===== src/rtl/gpio_in_6502_pkg.sv =====
// Shared register indices for the 6502-bus GPIO input block.
package gpio_in_pkg;

  localparam logic [1:0] REG_DATA = 2'd0;
  localparam logic [1:0] REG_EDGE = 2'd1;
  localparam logic [1:0] REG_MASK = 2'd2;
  localparam logic [1:0] REG_POL  = 2'd3;

endpackage


===== src/rtl/gpio_in_6502_if.sv =====
// CPU-side register window of the GPIO input block: select, write strobe, address, data and IRQ.
interface gpio_in_6502_if;

  logic       cs;
  logic       we;
  logic [1:0] addr;
  logic [7:0] din;
  logic [7:0] dout;
  logic       irq;

  modport master (output cs, we, addr, din, input dout, irq);
  modport slave  (input cs, we, addr, din, output dout, irq);

endinterface


===== src/rtl/gpio_in_6502_debounce.sv =====
// One input bit: 2-FF synchroniser, optional debounce counter (GPIO_IN_DEBOUNCE_EN) and stable flop.
// update is high in the cycle where stable takes the synchronised level.
module gpio_in_debounce #(
  parameter int DEB_CYCLES = 16
) (
  input  logic clk,
  input  logic reset,
  input  logic pin,
  output logic stable,
  output logic update
);

  logic meta_r;
  logic sync_r;
  logic stable_r;
  logic update_s;

  // Two-stage synchroniser for the asynchronous pin
  always_ff @(posedge clk or posedge reset) begin
    if (reset) begin
      meta_r <= 1'b0;
      sync_r <= 1'b0;
    end else begin
      meta_r <= pin;
      sync_r <= meta_r;
    end
  end

`ifdef GPIO_IN_DEBOUNCE_EN
  localparam int CW = (DEB_CYCLES > 2) ? $clog2(DEB_CYCLES) : 1;
  localparam logic [CW-1:0] CNT_MAX = CW'(DEB_CYCLES - 1);

  logic [CW-1:0] cnt_r;

  // Accept the new level only after it has disagreed with stable for DEB_CYCLES samples
  always_comb begin
    if ((sync_r != stable_r) && (cnt_r == CNT_MAX)) begin
      update_s = 1'b1;
    end else begin
      update_s = 1'b0;
    end
  end

  // Mismatch counter; any agreement restarts the count so short glitches never complete it
  always_ff @(posedge clk or posedge reset) begin
    if (reset) begin
      cnt_r <= {CW{1'b0}};
    end else if ((sync_r == stable_r) || update_s) begin
      cnt_r <= {CW{1'b0}};
    end else begin
      cnt_r <= cnt_r + CW'(1);
    end
  end
`else
  // Without debounce stable simply follows the synchroniser
  always_comb begin
    if (sync_r != stable_r) begin
      update_s = 1'b1;
    end else begin
      update_s = 1'b0;
    end
  end
`endif

  // Stable level flop
  always_ff @(posedge clk or posedge reset) begin
    if (reset) begin
      stable_r <= 1'b0;
    end else if (update_s) begin
      stable_r <= sync_r;
    end else begin
      stable_r <= stable_r;
    end
  end

  assign stable = stable_r;
  assign update = update_s;

endmodule


===== src/rtl/gpio_in_6502.sv =====
// GPIO input block on the 6502 bus: per-bit sync/debounce, W1C edge flags, mask/polarity and level IRQ.
// Debounce is enabled by defining GPIO_IN_DEBOUNCE_EN.
module gpio_in_6502
  import gpio_in_pkg::*;
#(
  parameter int WIDTH      = 8,
  parameter int DEB_CYCLES = 16
) (
  input  logic             clk,
  input  logic             reset,
  input  logic [WIDTH-1:0] gpio_i,
  gpio_in_6502_if.slave    bus
);

  logic [WIDTH-1:0] stable_s;
  logic [WIDTH-1:0] update_s;
  logic [WIDTH-1:0] event_s;
  logic [WIDTH-1:0] edge_clr_s;
  logic [WIDTH-1:0] edge_r;
  logic [WIDTH-1:0] mask_r;
  logic [WIDTH-1:0] pol_r;
  logic [7:0]       rd_data_s;
  logic [7:0]       dout_r;
  logic             irq_r;
  logic             wr_s;
  logic             rd_s;

  for (genvar i = 0; i < WIDTH; i++) begin : g_bit
    gpio_in_debounce #(.DEB_CYCLES(DEB_CYCLES)) u_bit (
      .clk    (clk),
      .reset  (reset),
      .pin    (gpio_i[i]),
      .stable (stable_s[i]),
      .update (update_s[i])
    );
  end

  assign wr_s = bus.cs & bus.we;
  assign rd_s = bus.cs & ~bus.we;

  // An update is an event when the level being left is the one opposite the selected edge
  assign event_s = update_s & ~(stable_s ^ pol_r);

  // W1C clear mask for the EDGE register
  always_comb begin
    if (wr_s && (bus.addr == REG_EDGE)) begin
      edge_clr_s = bus.din[WIDTH-1:0];
    end else begin
      edge_clr_s = {WIDTH{1'b0}};
    end
  end

  // Edge flags: set has priority over a same-cycle clear
  always_ff @(posedge clk or posedge reset) begin
    if (reset) begin
      edge_r <= {WIDTH{1'b0}};
    end else begin
      edge_r <= (edge_r & ~edge_clr_s) | event_s;
    end
  end

  // MASK and POL write registers
  always_ff @(posedge clk or posedge reset) begin
    if (reset) begin
      mask_r <= {WIDTH{1'b0}};
      pol_r  <= {WIDTH{1'b0}};
    end else if (wr_s) begin
      case (bus.addr)
        REG_MASK: mask_r <= bus.din[WIDTH-1:0];
        REG_POL:  pol_r  <= bus.din[WIDTH-1:0];
        default: begin
          mask_r <= mask_r;
          pol_r  <= pol_r;
        end
      endcase
    end else begin
      mask_r <= mask_r;
      pol_r  <= pol_r;
    end
  end

  // Read mux, zero-extended to the bus width
  always_comb begin
    rd_data_s = 8'h00;
    case (bus.addr)
      REG_DATA: rd_data_s[WIDTH-1:0] = stable_s;
      REG_EDGE: rd_data_s[WIDTH-1:0] = edge_r;
      REG_MASK: rd_data_s[WIDTH-1:0] = mask_r;
      REG_POL:  rd_data_s[WIDTH-1:0] = pol_r;
      default:  rd_data_s = 8'h00;
    endcase
  end

  // Registered read data (held between reads) and level IRQ
  always_ff @(posedge clk or posedge reset) begin
    if (reset) begin
      dout_r <= 8'h00;
      irq_r  <= 1'b0;
    end else begin
      if (rd_s) begin
        dout_r <= rd_data_s;
      end else begin
        dout_r <= dout_r;
      end
      irq_r <= |(edge_r & mask_r);
    end
  end

  assign bus.dout = dout_r;
  assign bus.irq  = irq_r;

endmodule


===== src/flat_wrapper.sv =====
// flat-port wrapper written by rule: the top's interface ports become plain ports
module gpio_in_6502_flat import gpio_in_pkg::*;
#(
  parameter int WIDTH      = 8,
  parameter int DEB_CYCLES = 16
)
  (clk, reset, gpio_i, bus_cs, bus_we, bus_addr, bus_din, bus_dout, bus_irq);
  gpio_in_6502_if bus_i ();
  input  logic clk;
  input  logic reset;
  input  logic [WIDTH-1:0] gpio_i;
  input wire logic [$bits(bus_i.cs)-1:0] bus_cs;
  input wire logic [$bits(bus_i.we)-1:0] bus_we;
  input wire logic [$bits(bus_i.addr)-1:0] bus_addr;
  input wire logic [$bits(bus_i.din)-1:0] bus_din;
  output wire logic [$bits(bus_i.dout)-1:0] bus_dout;
  output wire logic [$bits(bus_i.irq)-1:0] bus_irq;
  assign bus_i.cs = bus_cs;
  assign bus_i.we = bus_we;
  assign bus_i.addr = bus_addr;
  assign bus_i.din = bus_din;
  assign bus_dout = bus_i.dout;
  assign bus_irq = bus_i.irq;
  gpio_in_6502 #(.WIDTH(WIDTH), .DEB_CYCLES(DEB_CYCLES)) u_core (.clk(clk), .reset(reset), .gpio_i(gpio_i), .bus(bus_i));
endmodule

===== config.mk =====
export PLATFORM = sky130hd
export DESIGN_NAME = gpio_in_6502_flat
export DESIGN_NICKNAME = d
export VERILOG_FILES = /design/src/rtl/gpio_in_6502_pkg.sv /design/src/rtl/gpio_in_6502_if.sv /design/src/rtl/gpio_in_6502_debounce.sv /design/src/rtl/gpio_in_6502.sv /design/src/flat_wrapper.sv
export SDC_FILE = /design/constraint.sdc
export NUM_CORES = 1
export LEC_CHECK = 0
export ABC_AREA = 1
export BUFFER_PORTS_ARGS = -buffer_cell sky130_fd_sc_hd__buf_2
export CAP_MARGIN = 15
export CELL_PAD_IN_SITES_DETAIL_PLACEMENT = 1
export CELL_PAD_IN_SITES_GLOBAL_PLACEMENT = 1
export CORE_MARGIN = 4
export CORE_UTILIZATION = 42
export DETAILED_ROUTE_END_ITERATION = 7
export PLACE_DENSITY_LB_ADDON = 0.1
export SETUP_SLACK_MARGIN = 0.4
export SLEW_MARGIN = 20
export SYNTH_ARGS = -nofsm -noshare
export SYNTH_HDL_FRONTEND = slang
export SYNTH_SLANG_ARGS = --single-unit
export TNS_END_PERCENT = 1

===== constraint.sdc =====
create_clock -name clk -period 2 [get_ports clk]
set_clock_uncertainty 0.1 [all_clocks]
set_input_delay 0.1 -clock clk [delete_from_list [all_inputs] [get_ports clk]]
set_output_delay 0.1 -clock clk [all_outputs]
set_load 0.1 [all_outputs]

==> impl_metrics.json <==
{
  "critPathLaunchType": "flop",
  "areaGrowthSynthToFinish_pct": 24.6,
  "fin_crit_sh_pct": 67.5,
  "synth_mux_area_share_pct": 0,
  "post_drt_wl_per_cell_um": 14.6,
  "endpoint_kind": "output port",
  "clock-sinks": 57,
  "fp-row-count": 26,
  "final_util_pct": 55.6,
  "syn_avg_cell_area_um2": 8.70,
  "critical_path.slowest_cell": "buf_2",
  "ios": 31,
  "critPathKind": "reg -> out",
  "viasPerCell": 4.83,
  "drt_iter0_markers": 99,
  "drive_gt1_share_pct": 15.9,
  "layout_min_cycle_time_ns": 1.35,
  "grt_start_max_net_pins": 38,
  "gp_congestion": 0.734,
  "final_common_cell": "nand2_1",
  "num_antenna_cells": 0,
  "ys_seq_elements": 57,
  "drc_errors": 0,
  "synth_top_family_by_area": "simple AND/OR/NAND/NOR gates",
  "arrival_ns": 1.15,
  "cts_root_buf": "clkbuf_8",
  "nNetsFinal": 338,
  "drv_slew": 0,
  "synth-xor-area-share_pct": 0,
  "core_mm2": 0.00527,
  "hold_class": "in -> reg",
  "dieArea_mm2": 0.00686,
  "netlist_area_mm2": 0.00235,
  "max_slew_margin_pct": 57.3,
  "grt_overflow": 0,
  "peakVddDrop_uv": 447,
  "crit_path_cell_trace": "buf_2",
  "critical_path.max_fanout": 2,
  "drtPass1Iterations": 4,
  "cts_tree": "yes",
  "cts.htree.levels": 3,
  "synth-compound-area-share_pct": 10.2,
  "wirelength_um": 5710,
  "num_vias": 1890,
  "final_cell_mix": "nand2_1, dfrtp_1, inv_1",
  "synthDominantCellAreaShare_pct": 60.7,
  "ant_nets": 0,
  "yosys.area_share.adder_pct": 0,
  "worst-path-buf-inv": 1,
  "critPathTopFamily": "buffers and inverters",
  "powerDensity_mw_per_mm2": 1060,
  "worstPathRequired_ns": 1.80,
  "synth-seq-area-share_pct": 60.7,
  "clk_pin_slew_ns": 0.07,
  "rsz0062_at_grt": "false",
  "io_buffers": 30,
  "finalSetupViolations": 0,
  "yosys.area.top_type": "dfrtp_1",
  "numCtsBuffers": 9,
  "netlist_top_cells_area": "dfrtp_1, nand2_1, inv_1",
  "setup_tns_ns": 0,
  "hpwl_um": 3850,
  "hold_violations": 0,
  "syn-num-nets": 292,
  "clkLatencyLatePin_ns": 0.33,
  "fmax_mhz": 741,
  "synth_warnings": 0,
  "dieHeight_um": 82.8,
  "leakagePower_uw": 0.00147,
  "max_stage_delay_ns": 0.44,
  "grt_pass1_vias": 1986,
  "initial_core_util_pct": 44.6,
  "clock_path_buffers": 2,
  "status": "finished, final reports clean",
  "antenna_found_initial": 0,
  "die-width_um": 82.8,
  "grt_pass1_wl_um": 9580,
  "synth_cells": 270,
  "yosysUniqueCellTypes": 18,
  "synthSimpleGateAreaFrac_pct": 20.4,
  "drv_cap": 0,
  "grtUsageTotal_pct": 19.6,
  "worst_slew_pin_slew_ns": 0.639
}
## cells by family (layout without fill, tap and decap cells)
kind of cell,Yosys count,in the layout
buf+inv,51,102
simple gates,117,117
compound gates,45,45
flops,57,57
## layer usage
layer / part of all wire (%) / GRT usage (%)
met2: 47 / 31.3
met3: 3.6 / 5.29
met4: 1.5 / 7.84
met1: 48 / 25.3
met5: 0 / 0
## state kept, by name (all words and copies together), names as in the netlist
name	count
u_core.g_bit.u_bit.sync_r	8
u_core.edge_r	8
u_core.mask_r	8
u_core.bus.dout	8
u_core.g_bit.u_bit.stable	8
u_core.pol_r	8
u_core.bus.irq	1
u_core.g_bit.u_bit.meta_r	8
## where the power goes
group / switching (uW) / internal [uW]
sequential: 107 / 1290
combinational: 428 / 158
clock: 443 / 677
total: 978 / 2120
## what timing repair did
item | in CTS | in global routing
setup buffers | 0 | 0
endpoints found under the hold margin | 45 | 0
resized for setup | 0 | 0
hold buffers | 17 | 0
## through the flow
stage	area, um2	cells	hold WS [ns]	worst slack, ns	power, uW
floorplan	2350	270	0.0314	0.400	1820
global route	2930	391	0.163	0.599	3270
global placement	2550	358	0.0360	0.704	1960
CTS	2930	391	0.117	0.634	3140
finish	2930	391	0.125	0.651	3100
detailed placement	2550	358	0.0463	0.634	1980
## synth_stat cells
cell type,count
nand2_1,91
dfrtp_1,57
inv_1,36
o21ai_0,25
nand3_1,15
a21oi_1,11
clkbuf_1,9
nor2_1,6
o21bai_1,5
buf_2,4
nand4_1,2
o21ai_1,2
o22ai_1,2
buf_6,1
inv_2,1
nand3_2,1
nor2_4,1
or2_2,1
## final timing paths
kind	from	end	slack, ns	depth (start not counted)
min in group asynchronous	reset	u_core.pol_r[2]	0.23	3
max in group asynchronous	reset	u_core.bus.irq	1.00	4
setup / recovery	u_core.bus.dout[4]	bus_dout[4]	0.65	1
hold / removal	bus_addr[0]	u_core.bus.dout[0]	0.12	6
hold reg to reg	u_core.g_bit[4].u_bit.meta_r	u_core.g_bit[4].u_bit.sync_r	0.25	0
setup reg to reg	u_core.mask_r[6]	u_core.bus.irq	0.88	3
## area by class of cell
type / instances / area [um2]
timing repair buffer: 49 / 348
fill: 654 / 2340
tap: 70 / 87.6
sequential: 57 / 1430
clock inverter: 2 / 35.0
clock buffer: 14 / 173
multi-input combinational: 162 / 719
inverter: 37 / 139
No activity file was read; power rests on OpenSTA's default activity.
